==> config.mk <==
export PLATFORM = sky130hd
export DESIGN_NAME = led_pwm_ctrl_flat
export DESIGN_NICKNAME = d
export VERILOG_FILES = /design/src/rtl/led_pwm_ctrl_if.sv /design/src/rtl/led_pwm_ctrl.sv /design/src/flat_wrapper.sv
export SDC_FILE = /design/constraint.sdc
export NUM_CORES = 1
export LEC_CHECK = 0
export BUFFER_PORTS_ARGS = -buffer_cell sky130_fd_sc_hd__clkbuf_2
export CORE_MARGIN = 4
export CORE_UTILIZATION = 40
export CTS_BUF_LIST = sky130_fd_sc_hd__clkbuf_16
export DETAILED_ROUTE_END_ITERATION = 12
export GPL_TIMING_DRIVEN = 0
export PLACE_DENSITY = 0.57
export RECOVER_POWER = 25
export SLEW_MARGIN = 20
export SYNTH_ARGS = -nofsm -noshare
export SYNTH_HDL_FRONTEND = slang
export SYNTH_SLANG_ARGS = --single-unit
==> constraint.sdc <==
create_clock -name clk -period 6.5 [get_ports clk]
set_input_delay 0.325 -clock clk [delete_from_list [all_inputs] [get_ports clk]]
set_output_delay 0.325 -clock clk [all_outputs]
set_load 0.05 [all_outputs]
==> src/rtl/led_pwm_ctrl_if.sv <==
// Peripheral bus bundle between the CPU-side requester and the LED/PWM controller.
// One request per valid/ready handshake; ready is a single-cycle completion pulse.
interface led_pwm_ctrl_if;
    logic        valid;
    logic        we;
    logic [3:0]  addr;
    logic [31:0] wdata;
    logic        ready;
    logic [31:0] rdata;

    modport master (
        output valid,
        output we,
        output addr,
        output wdata,
        input  ready,
        input  rdata
    );

    modport slave (
        input  valid,
        input  we,
        input  addr,
        input  wdata,
        output ready,
        output rdata
    );
endinterface

==> src/rtl/led_pwm_ctrl.sv <==
// Memory-mapped LED controller: four plain LEDs with optional blink and two RGB LEDs
// driven by a shared prescaler + 8-bit PWM timebase with period-aligned duty updates.
module led_pwm_ctrl #(
    parameter int                    PRESCALE_W     = 16,
    parameter logic [PRESCALE_W-1:0] RESET_PRESCALE = PRESCALE_W'(487)
) (
    input  logic                 clk,
    input  logic                 rst,
    led_pwm_ctrl_if.slave        bus,
    output logic [3:0]           leds,
    output logic [2:0]           rgb_led_ld4,
    output logic [2:0]           rgb_led_ld5
);

    typedef enum logic {
        IDLE,
        RESP
    } bus_state_t;

    localparam logic [3:0] ADDR_CTRL     = 4'd0;
    localparam logic [3:0] ADDR_LEDS     = 4'd1;
    localparam logic [3:0] ADDR_LD4      = 4'd2;
    localparam logic [3:0] ADDR_LD5      = 4'd3;
    localparam logic [3:0] ADDR_PRESCALE = 4'd4;
    localparam logic [3:0] ADDR_STATUS   = 4'd5;

    bus_state_t            state_q;
    bus_state_t            state_d;
    logic                  accept;
    logic                  ready;
    logic                  wr_en;
    logic                  rd_en;
    logic [31:0]           rd_val;
    logic [31:0]           rdata_q;

    logic                  pwm_en;
    logic                  blink_en;
    logic [3:0]            leds_reg;
    logic [PRESCALE_W-1:0] prescale;
    logic [23:0]           shadow_ld4;
    logic [23:0]           shadow_ld5;
    logic [23:0]           active_ld4;
    logic [23:0]           active_ld5;

    logic [PRESCALE_W-1:0] pre_cnt;
    logic [7:0]            pwm_cnt;
    logic                  period_done;
    logic                  tick;
    logic                  wrap;

    logic [3:0]            leds_q;
    logic [2:0]            rgb4_q;
    logic [2:0]            rgb5_q;

    always_ff @(posedge clk or posedge rst) begin
        if (rst) begin
            state_q <= IDLE;
        end else begin
            state_q <= state_d;
        end
    end

    // A request is only taken in IDLE, so valid still high during RESP is not re-accepted.
    always_comb begin
        state_d = state_q;
        accept  = 1'b0;
        ready   = 1'b0;
        case (state_q)
            IDLE: begin
                if (bus.valid) begin
                    accept  = 1'b1;
                    state_d = RESP;
                end
            end
            RESP: begin
                ready   = 1'b1;
                state_d = IDLE;
            end
            default: state_d = IDLE;
        endcase
    end

    assign wr_en = accept & bus.we;
    assign rd_en = accept & ~bus.we;

    always_comb begin
        rd_val = '0;
        case (bus.addr)
            ADDR_CTRL:     rd_val[1:0]            = {blink_en, pwm_en};
            ADDR_LEDS:     rd_val[3:0]            = leds_reg;
            ADDR_LD4:      rd_val[23:0]           = shadow_ld4;
            ADDR_LD5:      rd_val[23:0]           = shadow_ld5;
            ADDR_PRESCALE: rd_val[PRESCALE_W-1:0] = prescale;
            ADDR_STATUS:   rd_val[8:0]            = {period_done, pwm_cnt};
            default:       rd_val                 = '0;
        endcase
    end

    always_ff @(posedge clk or posedge rst) begin
        if (rst) begin
            pwm_en     <= 1'b0;
            blink_en   <= 1'b0;
            leds_reg   <= '0;
            prescale   <= RESET_PRESCALE;
            shadow_ld4 <= '0;
            shadow_ld5 <= '0;
            rdata_q    <= '0;
        end else begin
            if (wr_en) begin
                case (bus.addr)
                    ADDR_CTRL: begin
                        pwm_en   <= bus.wdata[0];
                        blink_en <= bus.wdata[1];
                    end
                    ADDR_LEDS:     leds_reg   <= bus.wdata[3:0];
                    ADDR_LD4:      shadow_ld4 <= bus.wdata[23:0];
                    ADDR_LD5:      shadow_ld5 <= bus.wdata[23:0];
                    ADDR_PRESCALE: prescale   <= bus.wdata[PRESCALE_W-1:0];
                    default: ;
                endcase
            end
            if (rd_en) begin
                rdata_q <= rd_val;
            end
        end
    end

    assign tick = pwm_en && (pre_cnt == prescale);
    assign wrap = tick && (pwm_cnt == 8'hFF);

    // The pre_cnt > prescale case restarts the count after a smaller reload is written.
    always_ff @(posedge clk or posedge rst) begin
        if (rst) begin
            pre_cnt    <= '0;
            pwm_cnt    <= '0;
            active_ld4 <= '0;
            active_ld5 <= '0;
        end else if (!pwm_en) begin
            pre_cnt    <= '0;
            pwm_cnt    <= '0;
            active_ld4 <= shadow_ld4;
            active_ld5 <= shadow_ld5;
        end else begin
            if (tick || (pre_cnt > prescale)) begin
                pre_cnt <= '0;
            end else begin
                pre_cnt <= pre_cnt + 1'b1;
            end
            if (tick) begin
                pwm_cnt <= pwm_cnt + 8'd1;
            end
            if (wrap) begin
                active_ld4 <= shadow_ld4;
                active_ld5 <= shadow_ld5;
            end
        end
    end

    // Setting has priority so a wrap coinciding with a STATUS read is never lost.
    always_ff @(posedge clk or posedge rst) begin
        if (rst) begin
            period_done <= 1'b0;
        end else if (wrap) begin
            period_done <= 1'b1;
        end else if (rd_en && (bus.addr == ADDR_STATUS)) begin
            period_done <= 1'b0;
        end
    end

    always_ff @(posedge clk or posedge rst) begin
        if (rst) begin
            rgb4_q <= '0;
            rgb5_q <= '0;
            leds_q <= '0;
        end else begin
            if (pwm_en) begin
                rgb4_q <= {pwm_cnt < active_ld4[23:16], pwm_cnt < active_ld4[15:8], pwm_cnt < active_ld4[7:0]};
                rgb5_q <= {pwm_cnt < active_ld5[23:16], pwm_cnt < active_ld5[15:8], pwm_cnt < active_ld5[7:0]};
            end else begin
                rgb4_q <= '0;
                rgb5_q <= '0;
            end
            leds_q <= blink_en ? (leds_reg & {4{pwm_cnt[7]}}) : leds_reg;
        end
    end

    assign bus.ready   = ready;
    assign bus.rdata   = rdata_q;
    assign leds        = leds_q;
    assign rgb_led_ld4 = rgb4_q;
    assign rgb_led_ld5 = rgb5_q;

endmodule

==> src/flat_wrapper.sv <==
// flat-port wrapper written by rule: the top's interface ports become plain ports
module led_pwm_ctrl_flat 
#(
    parameter int                    PRESCALE_W     = 16,
    parameter logic [PRESCALE_W-1:0] RESET_PRESCALE = PRESCALE_W'(487)
)
  (clk, rst, leds, rgb_led_ld4, rgb_led_ld5, bus_valid, bus_we, bus_addr, bus_wdata, bus_ready, bus_rdata);
  led_pwm_ctrl_if bus_i ();
  input  logic clk;
  input  logic rst;
  output logic [3:0] leds;
  output logic [2:0] rgb_led_ld4;
  output logic [2:0] rgb_led_ld5;
  input wire logic [$bits(bus_i.valid)-1:0] bus_valid;
  input wire logic [$bits(bus_i.we)-1:0] bus_we;
  input wire logic [$bits(bus_i.addr)-1:0] bus_addr;
  input wire logic [$bits(bus_i.wdata)-1:0] bus_wdata;
  output wire logic [$bits(bus_i.ready)-1:0] bus_ready;
  output wire logic [$bits(bus_i.rdata)-1:0] bus_rdata;
  assign bus_i.valid = bus_valid;
  assign bus_i.we = bus_we;
  assign bus_i.addr = bus_addr;
  assign bus_i.wdata = bus_wdata;
  assign bus_ready = bus_i.ready;
  assign bus_rdata = bus_i.rdata;
  led_pwm_ctrl #(.PRESCALE_W(PRESCALE_W), .RESET_PRESCALE(RESET_PRESCALE)) u_core (.clk(clk), .rst(rst), .bus(bus_i), .leds(leds), .rgb_led_ld4(rgb_led_ld4), .rgb_led_ld5(rgb_led_ld5));
endmodule
* Word level (Yosys, flattened, before mapping) *
Cells that the tools add are included.

word-level totals
  bits in registers = 178
  output and inout port bits = 43
  bits of input ports = 40
  word-level logic and storage cells = 72

operators by class
  eq/ne operators = 9
  magnitude comparators = 7
  add/sub/neg operators = 2
  bitwise gates (word level) = 5
  reductions and logical operators = 11
  multiplexer cells = 22

operators with widths
  operator               count
  $mux 24                4
  $lt 8x8->1             6
  $mux 16                2
  $pmux 7 s3             1
  $pmux 5 s4             1
  $add 16x1->16 const B  1
  $eq 16x16->1           1
  $gt 16x16->1           1
  $mux 8                 2
  $pmux 8 s2             1
  $pmux 2 s6             1
  $pmux 2 s5             1
  $reduce_and 2->1       5
  $add 8x1->8 const B    1
  $eq 4x2->1 const B     2
  $eq 4x3->1 const B     2
  $eq 8x8->1 const B     1
  $mux 3                 2
  $mux 1                 5
  $and 4x4->4            1
  $eq 4x1->1 const B     1
  $logic_not 4->1        1
  $mux 4                 1
  $ne 2x2->1 const B     2
  other kinds (6)        10

* Longest topological paths before layout *
Gate-level depths: netlist of the first run.

  depth in word-level cells = 6
  gate-level depth with buffers = 9
  mapped depth without buffers = 7

* Worst setup path before layout of the first run *
OpenSTA, ideal clock, no wires.

  path kind = register to register
  from = register u_core.prescale[2]
  to = register u_core.active_ld4[0]
  arrival = 2.297 ns
  slack = 4.078 ns
  library setup time = 0.125 ns
  stages on the path, launching flop included = 10
  path buffers = 2
  cells stage by stage = dfstp_2 inv_1 ha_1 nand4_1 or4_4 nor3_2 or2b_2 buf_6 buf_12 mux2_4

on the way
  word-level cells in the longest chain between the ends = 4

RTL lines
  what                         RTL line             source
  start, declared              led_pwm_ctrl.sv:39   logic [PRESCALE_W-1:0] prescale;
  start signal, assigned       led_pwm_ctrl.sv:118  ADDR_PRESCALE: prescale <= bus.wdata[PRESCALE_W-1:0];
  $eq 16x16->1                 led_pwm_ctrl.sv:128  assign tick = pwm_en && (pre_cnt == prescale);
  $logic_and 1x1->1            led_pwm_ctrl.sv:128
  $logic_and 1x1->1            led_pwm_ctrl.sv:129  assign wrap = tick && (pwm_cnt == 8'hFF);
  $ne 2x2->1 (no source line)  n/a
  end signal, assigned         led_pwm_ctrl.sv:141  active_ld4 <= shadow_ld4;
  end signal, assigned         led_pwm_ctrl.sv:153  active_ld4 <= shadow_ld4;
  end, declared                led_pwm_ctrl.sv:42   logic [23:0] active_ld4;

No other way between the ends.
A chain may end at the register's enable or synchronous reset.

==> results of run 1 <==
cells in the final DEF (no fill, tap or decap), drive strengths merged, types with 11 or more instances in the layout:
master and instances:
a21o 13, a21oi 21, a221oi 11, buf 29
clkbuf 93, dfrtp 171, ha 60, inv 64
mux2 112, nand2 50, nand3 16, nor2 38
o21ai 38, xor2 11
power groups by stage:
stage | clock network [mW] | logic (mW) | registers [mW]
global placement | 0 | 0.633 | 1.42
global route | 1.08 | 0.707 | 1.42
detailed placement | 0 | 0.646 | 1.42
finish | 1.01 | 0.635 | 1.40
floorplan | 0 | 0.411 | 1.48
CTS | 1.03 | 0.650 | 1.40
logic make-up after synthesis:
group                      after synthesis
muxes                                  122
DFF                                    178
and+or+nand+nor                        170
adders and majority gates               60
xor gates and xnor gates                20
AOI/OAI and AO/OA                      115
other                                    1
buffers and inverters                  103
per-stage QoR:
stage           util  hold WS [ns]  area, um^2  setup TNS (ns)  instances
2_1_floorplan      -         0.432        8930               0        776
3_3_place_gp   0.440         0.465        9590         -162.11       1119
3_5_place_dp   0.441         0.450        9630               0       1120
4_1_cts        0.468         0.114       10200               0       1152
5_1_grt        0.466         0.122       10200               0       1152
6_report       0.466         0.132       10200               0       1152
layout make-up:
cell class | count | area [um^2] | share of cell area
Buffer | 41 | 258 | 0.0253
Tap cell | 280 | 350 | 0.0344
Clock inverter | 14 | 141 | 0.0139
Timing Repair Buffer | 65 | 334 | 0.0328
Inverter | 62 | 234 | 0.0230
Sequential cell | 178 | 4460 | 0.438
Clock buffer | 17 | 425 | 0.0418
Multi-Input combinational cell | 495 | 3970 | 0.390
worst max-delay path, stage by stage:
cell and delay, ns:
dlygate4sd3_1 0.53, clkbuf_2 0.11, clkinvlp_2 1.99
worst max-delay path by stage:
| stage | from | endpoint | depth (start not counted) |
|---|---|---|---|
| after floorplan | rst | u_core.active_ld4[0] | 1 |
| after global placement | rst | u_core.bus.rdata[21] | 2 |
| after detailed placement | u_core.prescale[2] | u_core.active_ld4[5] | 9 |
| after CTS | u_core.prescale[2] | u_core.active_ld4[5] | 9 |
| after global routing | rst | u_core.shadow_ld5[5] | 3 |
| final | rst | u_core.active_ld5[3] | 3 |
per-layer routing:
metal	up-vias	GRT usage	wire [um]
met2	98	0.285	9820
met4	0	0.0512	328
met3	20	0.0344	972
met5	-	0	0
met1	2933	0.247	9750
li1	2855	-	-
==> reports/metrics.csv, run 1 <==
stage,metric,value,unit
synthesis,muxShareOfSynthArea,0.161,
power_and_ir_drop,leakagePower,4.96,nW
cells_and_area,drive_above_1_share,0.263,
clocking,ctsHoldBuffers,1,
power_and_ir_drop,clockPowerShare,0.331,
synthesis,synthAdderAreaFrac,0.0843,
synthesis,yosys-top-cells-count,"171 x dfrtp_1, 92 x mux2_2, 62 x inv_1, 60 x ha_1, 50 x nand2_1",
status,status,"complete, but fails checks",
worst_hold_path,min-delay-path-class,input pin to flip-flop,
synthesis,syn-cell-area,8900,um^2
synthesis,synth_seq_cells,178,
synthesis,syn-mean-instance-area,11.6,um^2
clocking,ctsResizeCount,0,
cells_and_area,antennaDiodeCount,0,
worst_setup_path,crit_path_max_fanout,78,
cells_and_area,fin_nets,960,
power_and_ir_drop,switching_share,0.300,
power_and_ir_drop,pwr-share-comb,0.209,
global_route,grt_pass1_vias,5973,
worst_hold_path,min_to,u_core.shadow_ld4[21],
synthesis,yosysUniqueCellTypes,49,
worst_setup_path,cp-start-kind,input pin,
synthesis,synth.largest_area_cell,dfrtp_1,
synthesis,netlist_top_cells_area,"dfrtp_1 48%, mux2_2 12%, ha_1 8.4%",
clocking,cts_buffers,17,
synthesis,yosys.area.top_type_share,0.481,
power_and_ir_drop,p_seq_frac,0.460,
sta,max_freq,325,MHz
status,violations,"max-capacitance violations, max-slew violations",
floorplanning,rows,54,
floorplanning,initial_core_util,0.408,
routing,via_per_inst,5.13,
global_route,grt_overflow,0,
worst_setup_path,arrival,3.02,ns
placed_design,portBuffers,63,
clocking,cts_setup_buffers,0,
floorplanning,die-area,24700,um^2
routing,antenna_left,0,
sta,setup_violations,0,
sta,tightest_slew,3.57,ns
synthesis,synthXorXnorAreaFrac,0.0197,
synthesis,synth_top_family_by_area,multiplexers,
clocking,path_clk_slew,0.07,ns
sta,timing.final.crit_share,0.474,
floorplanning,die_h,157,um
global_route,grt_pass1_wl,33600,um
power_and_ir_drop,fin_total_pwr,3.04,mW
routing,totalWireLength,20900,um
global_route,antenna_found_initial,0,
worst_setup_path,crit_required,6.44,ns
synthesis,synth-seq-area-share,0.501,
sta,period_minus_slack,3.08,ns
synthesis,synth-simple-area-share,0.0949,
routing,drtIter0Drc,324,
sta,slew_violations,78,
synthesis,yosysMostFrequentCell,dfrtp_1,
power_and_ir_drop,intPower,2.13,mW
floorplanning,core_area,21800,um^2
sta,final-hold-violation-count,0,
clocking,clock-sinks,178,
worst_setup_path,rr_startpoint,u_core.prescale[8],
placed_design,preCtsSetupSlack,3.79,ns
routing,first_pass_iters,4,
power_and_ir_drop,p_switching,0.911,mW
cells_and_area,fillers,2051,
worst_setup_path,rr_worst_depth,9,
sta,setup_ws,3.42,ns
clocking,clkLatencyLatePin,0.43,ns
synthesis,synth-edff-count,0,
sta,finClkSkew,0.00857,ns
power_and_ir_drop,vdd_ir_drop_max,0.000205,V
sta,maxSlewHeadroom,-1.39,
clocking,clockRootBuffer,clkbuf_16,
global_route,track_usage,0.178,
clocking,cts_tree,yes,
global_route,grt_start_max_net_pins,102,
routing,drc,0,
sta,rsz0062_at_grt,false,
cells_and_area,area_growth,14.4,%
worst_setup_path,regToRegSetupSlack,3.79,ns
flow_run,cap_violations,1,
worst_setup_path,r2r-end,u_core.active_ld4[0],
floorplanning,ios,83,
routing,num_vias,5906,
floorplanning,dieWidth,157,um
synthesis,synth_compound_area_frac,0.0828,
synthesis,synth-async-reset-ratio,1.00,
routing,wl_per_cell,18.1,um
power_and_ir_drop,power.density,299,nW/um^2
synthesis,synthFlopType,dfrtp_1,
worst_hold_path,min_from,bus_wdata[21],
synthesis,yosysWarningCount,0,
placed_design,dp_hpwl,15000,um
worst_setup_path,cp-end-kind,asynchronous set/reset pin,
worst_hold_path,whs_path_depth,2,
clocking,cts_buffer_depth,2,
worst_setup_path,worstSetupPathType,input pin to asynchronous set/reset pin,
synthesis,syn_inst,769,
placed_design,place_congestion,0.792,
clocking,cts_htree_levels,4,
Note: power is estimated with default switching activity, not from simulation.
==> inputs of run 2 (changes only) <==
==> constraint.sdc (replaced) <==
create_clock -name clk -period 3 [get_ports clk]
set_input_delay 0.15 -clock clk [delete_from_list [all_inputs] [get_ports clk]]
set_output_delay 0.15 -clock clk [all_outputs]
set_load 0.05 [all_outputs]
==> reports/metrics.csv, run 2 (synthesis gave the netlist of run 1 again) <==
stage,metric,value,unit,change
status,status,"complete, but fails checks",,
status,violations,"max-capacitance violations, max-slew violations",,
worst_setup_path,arrival,3.01,ns,about the same
sta,final-hold-violation-count,0,,unchanged
routing,wl_per_cell,18.0,um,-0.39%
sta,setup_violations,0,,unchanged
clocking,cts_buffer_depth,2,,unchanged
sta,max_freq,370,MHz,
cells_and_area,final_common_cell,dfrtp_1,,
cells_and_area,fin_nets,985,,+2.6%
routing,drtIter0Drc,327,,+0.93%
clocking,cts_tree,yes,,
floorplanning,initial_core_util,0.408,,unchanged
routing,wl_met2,9980,um,+1.6%
power_and_ir_drop,clockPowerShare,0.325,,-0.006
clocking,path_clk_slew,0.07,ns,about the same
sta,slew_violations,32,,-59%
sta,tightest_slew,1.72,ns,-1.85 ns
power_and_ir_drop,vdd_ir_drop_max,0.000373,V,+82%
global_route,track_usage,0.184,,+0.00590
cells_and_area,area_growth,17.4,%,
sta,rsz0062_at_grt,false,,
routing,first_pass_iters,5,,+1
sta,maxSlewHeadroom,-0.146,,+1.25
sta,finClkSkew,0.0116,ns,+0.00306 ns
floorplanning,die-area,24700,um^2,unchanged
global_route,grt_pass1_wl,35100,um,+4.5%
power_and_ir_drop,switching_share,0.306,,+0.00623
clocking,clkLatencyLatePin,0.43,ns,about the same
placed_design,place_congestion,0.777,,-1.9%
power_and_ir_drop,power.density,631,nW/um^2,+110%
routing,totalWireLength,21300,um,+1.9%
cells_and_area,antennaDiodeCount,0,,unchanged
cells_and_area,multi_input_area,3970,um^2,unchanged
clocking,ctsResizeCount,0,,unchanged
power_and_ir_drop,pwr-share-comb,0.215,,+0.006
worst_setup_path,rr_worst_depth,9,,unchanged
power_and_ir_drop,leakagePower,5.11,nW,+3.2%
worst_hold_path,min_from,bus_wdata[4],,
worst_hold_path,whs_path_depth,3,,+1
floorplanning,rows,54,,unchanged
placed_design,portBuffers,63,,unchanged
sta,timing.final.crit_share,0.901,,
routing,maxUsedRoutingLayer,met4,,
routing,wl_met1,10200,um,+4.7%
clocking,cts_htree_levels,4,,unchanged
routing,num_vias,5969,,+1.1%
clocking,cts_setup_buffers,0,,unchanged
worst_setup_path,r2r-end,u_core.active_ld4[14],,
global_route,grt_pass1_vias,6254,,+4.7%
cells_and_area,seq_area,4460,um^2,unchanged
power_and_ir_drop,p_switching,2.02,mW,+120%
sta,setup_tns,0,ns,unchanged
routing,met3_length,809,um,-17%
global_route,grt_overflow,0,,unchanged
worst_setup_path,worstSetupPathType,flip-flop to flip-flop,,
cells_and_area,drive_above_1_share,0.275,,+0.0124
power_and_ir_drop,p_seq_frac,0.460,,about the same
floorplanning,ios,83,,unchanged
placed_design,dp_hpwl,15600,um,+3.8%
worst_hold_path,min-delay-path-class,input pin to flip-flop,,
clocking,clock-sinks,178,,unchanged
routing,antenna_left,0,,unchanged
routing,drc,0,,unchanged
global_route,grt_start_max_net_pins,32,,-69%
clocking,cts_buffers,17,,unchanged
floorplanning,die_h,157,um,unchanged
clocking,clockRootBuffer,clkbuf_16,,
sta,period_minus_slack,2.70,ns,
power_and_ir_drop,intPower,4.58,mW,+110%
worst_setup_path,rr_startpoint,u_core.prescale[2],,
cells_and_area,fin_cells,1178,,+2.3%
routing,via_per_inst,5.07,,-1.2%
worst_setup_path,crit_required,3.31,ns,-3.13 ns
worst_setup_path,cp-start-kind,flip-flop,,
global_route,antenna_found_initial,0,,unchanged
flow_run,cap_violations,1,,unchanged
floorplanning,dieWidth,157,um,unchanged
floorplanning,core_area,21800,um^2,unchanged
worst_hold_path,min_to,u_core.prescale[4],,
cells_and_area,mostFrequentLayoutCells,"171 x dfrtp_1, 92 x mux2_2, 63 x clkbuf_2",,
worst_setup_path,crit_path_max_fanout,10,,-87%
cells_and_area,fillers,2036,,-0.73%
worst_setup_path,regToRegSetupSlack,0.30,ns,-3.49 ns
placed_design,placedCellCount,1125,,+0.45%
worst_setup_path,cp-end-kind,flip-flop,,
==> run 2: cell types whose count changed in the layout (fill, tap and decap cells not counted), sizes merged <==
cell and change:
dlygate4sd3 +20, buf +3, clkbuf +2, clkinv +2, bufinv -1, clkinvlp -1
inv +1
==> run 2: final cells by class <==
class                   count  area share
multi-input cells         495       0.380
clock buffers              17      0.0407
well taps                 280      0.0335
flip-flops and latches    178       0.427
clock inverters            15      0.0127
repair buffers             90      0.0587
inverters                  62      0.0224
plain buffers              41      0.0247
==> run 2: worst max-delay path: stages (launching register included) <==
cell and delay (ns):
dfstp_2 0.54, inv_1 0.05, ha_1 0.29, nand4_1 0.10, or4_4 0.59, nor3_2 0.16
or2b_2 0.17, buf_6 0.18, buf_12 0.17, mux2_4 0.30
==> run 2: how the worst max path moves through the flow <==
stage                     depth (start not counted)          startpoint               endpoint  slack, ns
after floorplan                                   1                 rst   u_core.active_ld4[0]       0.58
after global placement                            2                 rst  u_core.shadow_ld4[13]      -0.69
after detailed placement                          9  u_core.prescale[2]   u_core.active_ld4[8]       0.31
after CTS                                         9  u_core.prescale[2]  u_core.active_ld4[14]       0.28
after global routing                              4                 rst    u_core.bus.rdata[9]       0.14
final                                             9  u_core.prescale[2]  u_core.active_ld4[14]       0.30
==> run 2: power by group through the flow <==
stage	logic, mW	registers, mW	clock network, mW
finish	1.42	3.03	2.14
global route	1.58	3.08	2.32
CTS	1.45	3.03	2.19
detailed placement	1.42	3.07	0
global placement	1.37	3.07	0
floorplan	0.891	3.20	0
==> run 2: per-layer routing <==
metal | vias to the layer above | track usage
li1 | 2907 | -
met1 | 2947 | 0.260
met2 | 101 | 0.295
met3 | 14 | 0.0291
met4 | 0 | 0.0500
met5 | - | 0
==> run 2: through the flow <==
stage / power (mW) / hold slack [ns] / setup slack [ns] / instance area (um^2) / utilization
2_1_floorplan: 4.09 / 0.257 / 0.575 / 8930 / -
6_report: 6.60 / 0.0252 / 0.298 / 10500 / 0.479
3_3_place_gp: 4.44 / 0.402 / -0.692 / 9600 / 0.440
3_5_place_dp: 4.50 / 0.151 / 0.308 / 9720 / 0.445
5_1_grt: 6.99 / 0.0288 / 0.144 / 10500 / 0.479
4_1_cts: 6.67 / 0.0229 / 0.280 / 10500 / 0.480
==> run 2: timing repair <==
item,CTS,global route
hold endpoints to repair,63,0
endpoints found under the setup margin,0,0
hold buffers,21,0
==> inputs of run 3 (changes only) <==
--- a/config.mk
+++ b/config.mk
@@ -5,12 +5,12 @@
 export SDC_FILE = /design/constraint.sdc
 export NUM_CORES = 1
 export LEC_CHECK = 0
+export ABC_AREA = 1
 export BUFFER_PORTS_ARGS = -buffer_cell sky130_fd_sc_hd__clkbuf_2
 export CORE_MARGIN = 4
 export CORE_UTILIZATION = 40
 export CTS_BUF_LIST = sky130_fd_sc_hd__clkbuf_16
 export DETAILED_ROUTE_END_ITERATION = 12
-export GPL_TIMING_DRIVEN = 0
 export PLACE_DENSITY = 0.57
 export RECOVER_POWER = 25
 export SLEW_MARGIN = 20
==> reports/metrics.csv, run 3 <==
stage,metric,value,unit,change
sta,slew_violations,0,,-100%
power_and_ir_drop,leakagePower,5.37,nW,+5.0%
clocking,cts_htree_levels,4,,unchanged
floorplanning,rows,54,,unchanged
synthesis,yosysMostFrequentCell,nand2_1,,
synthesis,syn-cell-area,9120,um^2,+2.4%
synthesis,syn-mean-instance-area,8.21,um^2,-29%
sta,final-hold-violation-count,0,,unchanged
routing,totalWireLength,24100,um,+13%
worst_setup_path,cp-start-kind,flip-flop,,
flow_run,cap_violations,0,,-1
global_route,track_usage,0.195,,+0.0108
synthesis,yosysWarningCount,0,,unchanged
synthesis,yosys.area.top_type_share,0.469,,-0.0113
status,status,completed,,
synthesis,synth-simple-area-share,0.220,,+0.126
sta,max_freq,409,MHz,+11%
synthesis,yosysUniqueCellTypes,35,,-29%
placed_design,portBuffers,66,,+4.8%
cells_and_area,final_common_cell,nand2_1,,
worst_setup_path,arrival,2.81,ns,-0.20 ns
synthesis,syn_inst,1110,,+44%
cells_and_area,fin_nets,1291,,+31%
sta,tightest_slew,1.39,ns,-0.326 ns
cells_and_area,fillers,2159,,+6.0%
sta,setup_ws,0.556,ns,+0.259 ns
synthesis,synthXorXnorAreaFrac,0.00865,,-0.0110
synthesis,synth_top_family_by_area,simple AND/OR/NAND/NOR gates,,
placed_design,dp_hpwl,17300,um,+11%
sta,maxSlewHeadroom,0.0666,,+0.212
worst_setup_path,worstSetupPathType,flip-flop to flip-flop,,
clocking,cts_tree,yes,,
worst_setup_path,crit_required,3.37,ns,+0.06 ns
synthesis,synth.largest_area_cell,dfrtp_1,,
clocking,path_clk_slew,0.08,ns,about the same
routing,drc,0,,unchanged
floorplanning,core_area,22100,um^2,+1.2%
routing,first_pass_iters,5,,unchanged
routing,via_per_inst,4.96,,-2.2%
sta,setup_tns,0,ns,unchanged
sta,period_minus_slack,2.44,ns,-0.259 ns
clocking,cts_buffers,17,,unchanged
clocking,clockRootBuffer,clkbuf_16,,
cells_and_area,area_growth,15.1,%,
cells_and_area,seq_area,4460,um^2,about the same
power_and_ir_drop,power.density,691,nW/um^2,+9.5%
global_route,antenna_found_initial,0,,unchanged
sta,setup_violations,0,,unchanged
global_route,grt_pass1_wl,39400,um,+12%
synthesis,muxShareOfSynthArea,0,,-0.161
floorplanning,initial_core_util,0.413,,+0.00475
placed_design,place_congestion,0.862,,+11%
worst_setup_path,crit_path_max_fanout,16,,+6
routing,drtIter0Drc,445,,+36%
floorplanning,die-area,25300,um^2,+2.3%
global_route,grt_overflow,0,,unchanged
cells_and_area,multi_input_area,3870,um^2,-2.6%
routing,num_vias,7352,,+23%
routing,antenna_left,0,,unchanged
sta,finClkSkew,0.0113,ns,-0.000328 ns
sta,timing.final.crit_share,0.815,,-0.0862
floorplanning,dieWidth,159,um,+1.1%
synthesis,synth-seq-area-share,0.490,,-0.0118
floorplanning,ios,83,,unchanged
global_route,grt_pass1_vias,7241,,+16%
synthesis,netlist_top_cells_area,"dfrtp_1 47%, nand2_1 13%, ha_1 8.2%",,
power_and_ir_drop,vdd_ir_drop_max,0.000430,V,+15%
routing,wl_per_cell,16.3,um,-9.9%
synthesis,yosys-top-cells-count,"317 x nand2_1, 171 x dfrtp_1, 145 x inv_1, 112 x o21ai_0, 71 x nand3_1",,
cells_and_area,mostFrequentLayoutCells,"317 x nand2_1, 170 x dfrtp_1, 144 x inv_1",,
sta,rsz0062_at_grt,false,,
clocking,clock-sinks,178,,unchanged
synthesis,synth-edff-count,0,,unchanged
synthesis,synth-async-reset-ratio,1.00,,unchanged
worst_hold_path,min-delay-path-class,input pin to flip-flop,,
placed_design,preCtsSetupSlack,0.549,ns,+0.241 ns
clocking,cts_buffer_depth,2,,unchanged
clocking,clkLatencyLatePin,0.43,ns,about the same
synthesis,synth_compound_area_frac,0.110,,+0.0269
cells_and_area,drive_above_1_share,0.0914,,-0.184
cells_and_area,antennaDiodeCount,0,,unchanged
synthesis,synth_seq_cells,178,,unchanged
synthesis,synthAdderAreaFrac,0.0823,,-0.00199
floorplanning,die_h,159,um,+1.1%
global_route,grt_start_max_net_pins,65,,+100%
synthesis,synthFlopType,dfrtp_1,,
worst_setup_path,cp-end-kind,flip-flop,,
-- run 3: through the flow --
stage	hold slack [ns]	cells	power (mW)	utilization	area (um^2)
4_1_cts	0.00422	1483	7.35	0.477	10500
6_report	0.0156	1483	7.25	0.475	10500
3_5_place_dp	0.307	1434	5.05	0.443	9780
3_3_place_gp	0.314	1434	5.01	0.443	9780
2_1_floorplan	0.271	1117	4.47	-	9150
5_1_grt	0.0409	1483	7.71	0.475	10500
-- run 3: where the power goes --
group	total, mW	internal, mW	switching, mW
clock network	2.25	1.19	1.06
logic	1.82	0.590	1.23
registers	3.18	2.86	0.318
-- run 3: logic make-up after synthesis --
kind of cell	after synthesis
flops	178
simple gates	481
fa+ha+maj	60
other cells	1
xor+xnor	9
compound gates	186
buf+inv	195
-- run 3: area by class of cell --
type / instances / share of cell area
clock buffer: 17 / 0.0405
clock inverter: 14 / 0.0157
inverter: 146 / 0.0524
multi-input combinational: 744 / 0.369
sequential: 178 / 0.426
tap: 280 / 0.0334
timing repair buffer: 104 / 0.0637
-- run 3: final timing paths --
path / start / endpoint / slack [ns] / cells past startpoint
setup reg to reg: u_core.prescale[8] / u_core.active_ld5[9] / 0.56 / 11
hold reg to reg: u_core.leds_reg[1] / u_core.leds_reg[1] / 0.49 / 2
max in group asynchronous: rst / u_core.pwm_en / 0.86 / 4
min in group asynchronous: rst / u_core.rgb_led_ld5[1] / 0.56 / 3
setup / recovery: u_core.prescale[8] / u_core.active_ld5[9] / 0.56 / 11
hold / removal: bus_wdata[8] / u_core.prescale[8] / 0.02 / 3
-- run 3: what timing repair did --
action	CTS	global route
setup buffers	0	0
hold endpoints to repair	58	0
resized for setup	0	0
hold buffers	18	0
-- run 3: metal layers --
metal,routed length [um],vias to the layer above,GRT usage,part of all wire
met5,0,-,0,0
li1,-,3723,-,-
met4,240,0,0.0493,0.010
met3,1150,18,0.0305,0.048
met1,12200,3440,0.293,0.51
met2,10500,171,0.295,0.43
-- run 3: critical path: stages (launching register included) --
cell,delay [ns]
dfstp_2,0.54
inv_1,0.06
ha_1,0.27
nand2_1,0.04
nor2_1,0.16
nand2_1,0.14
nor3_4,0.25
nand3_2,0.12
nand2_2,0.45
buf_4,0.24
nand2_1,0.06
nand2_1,0.06
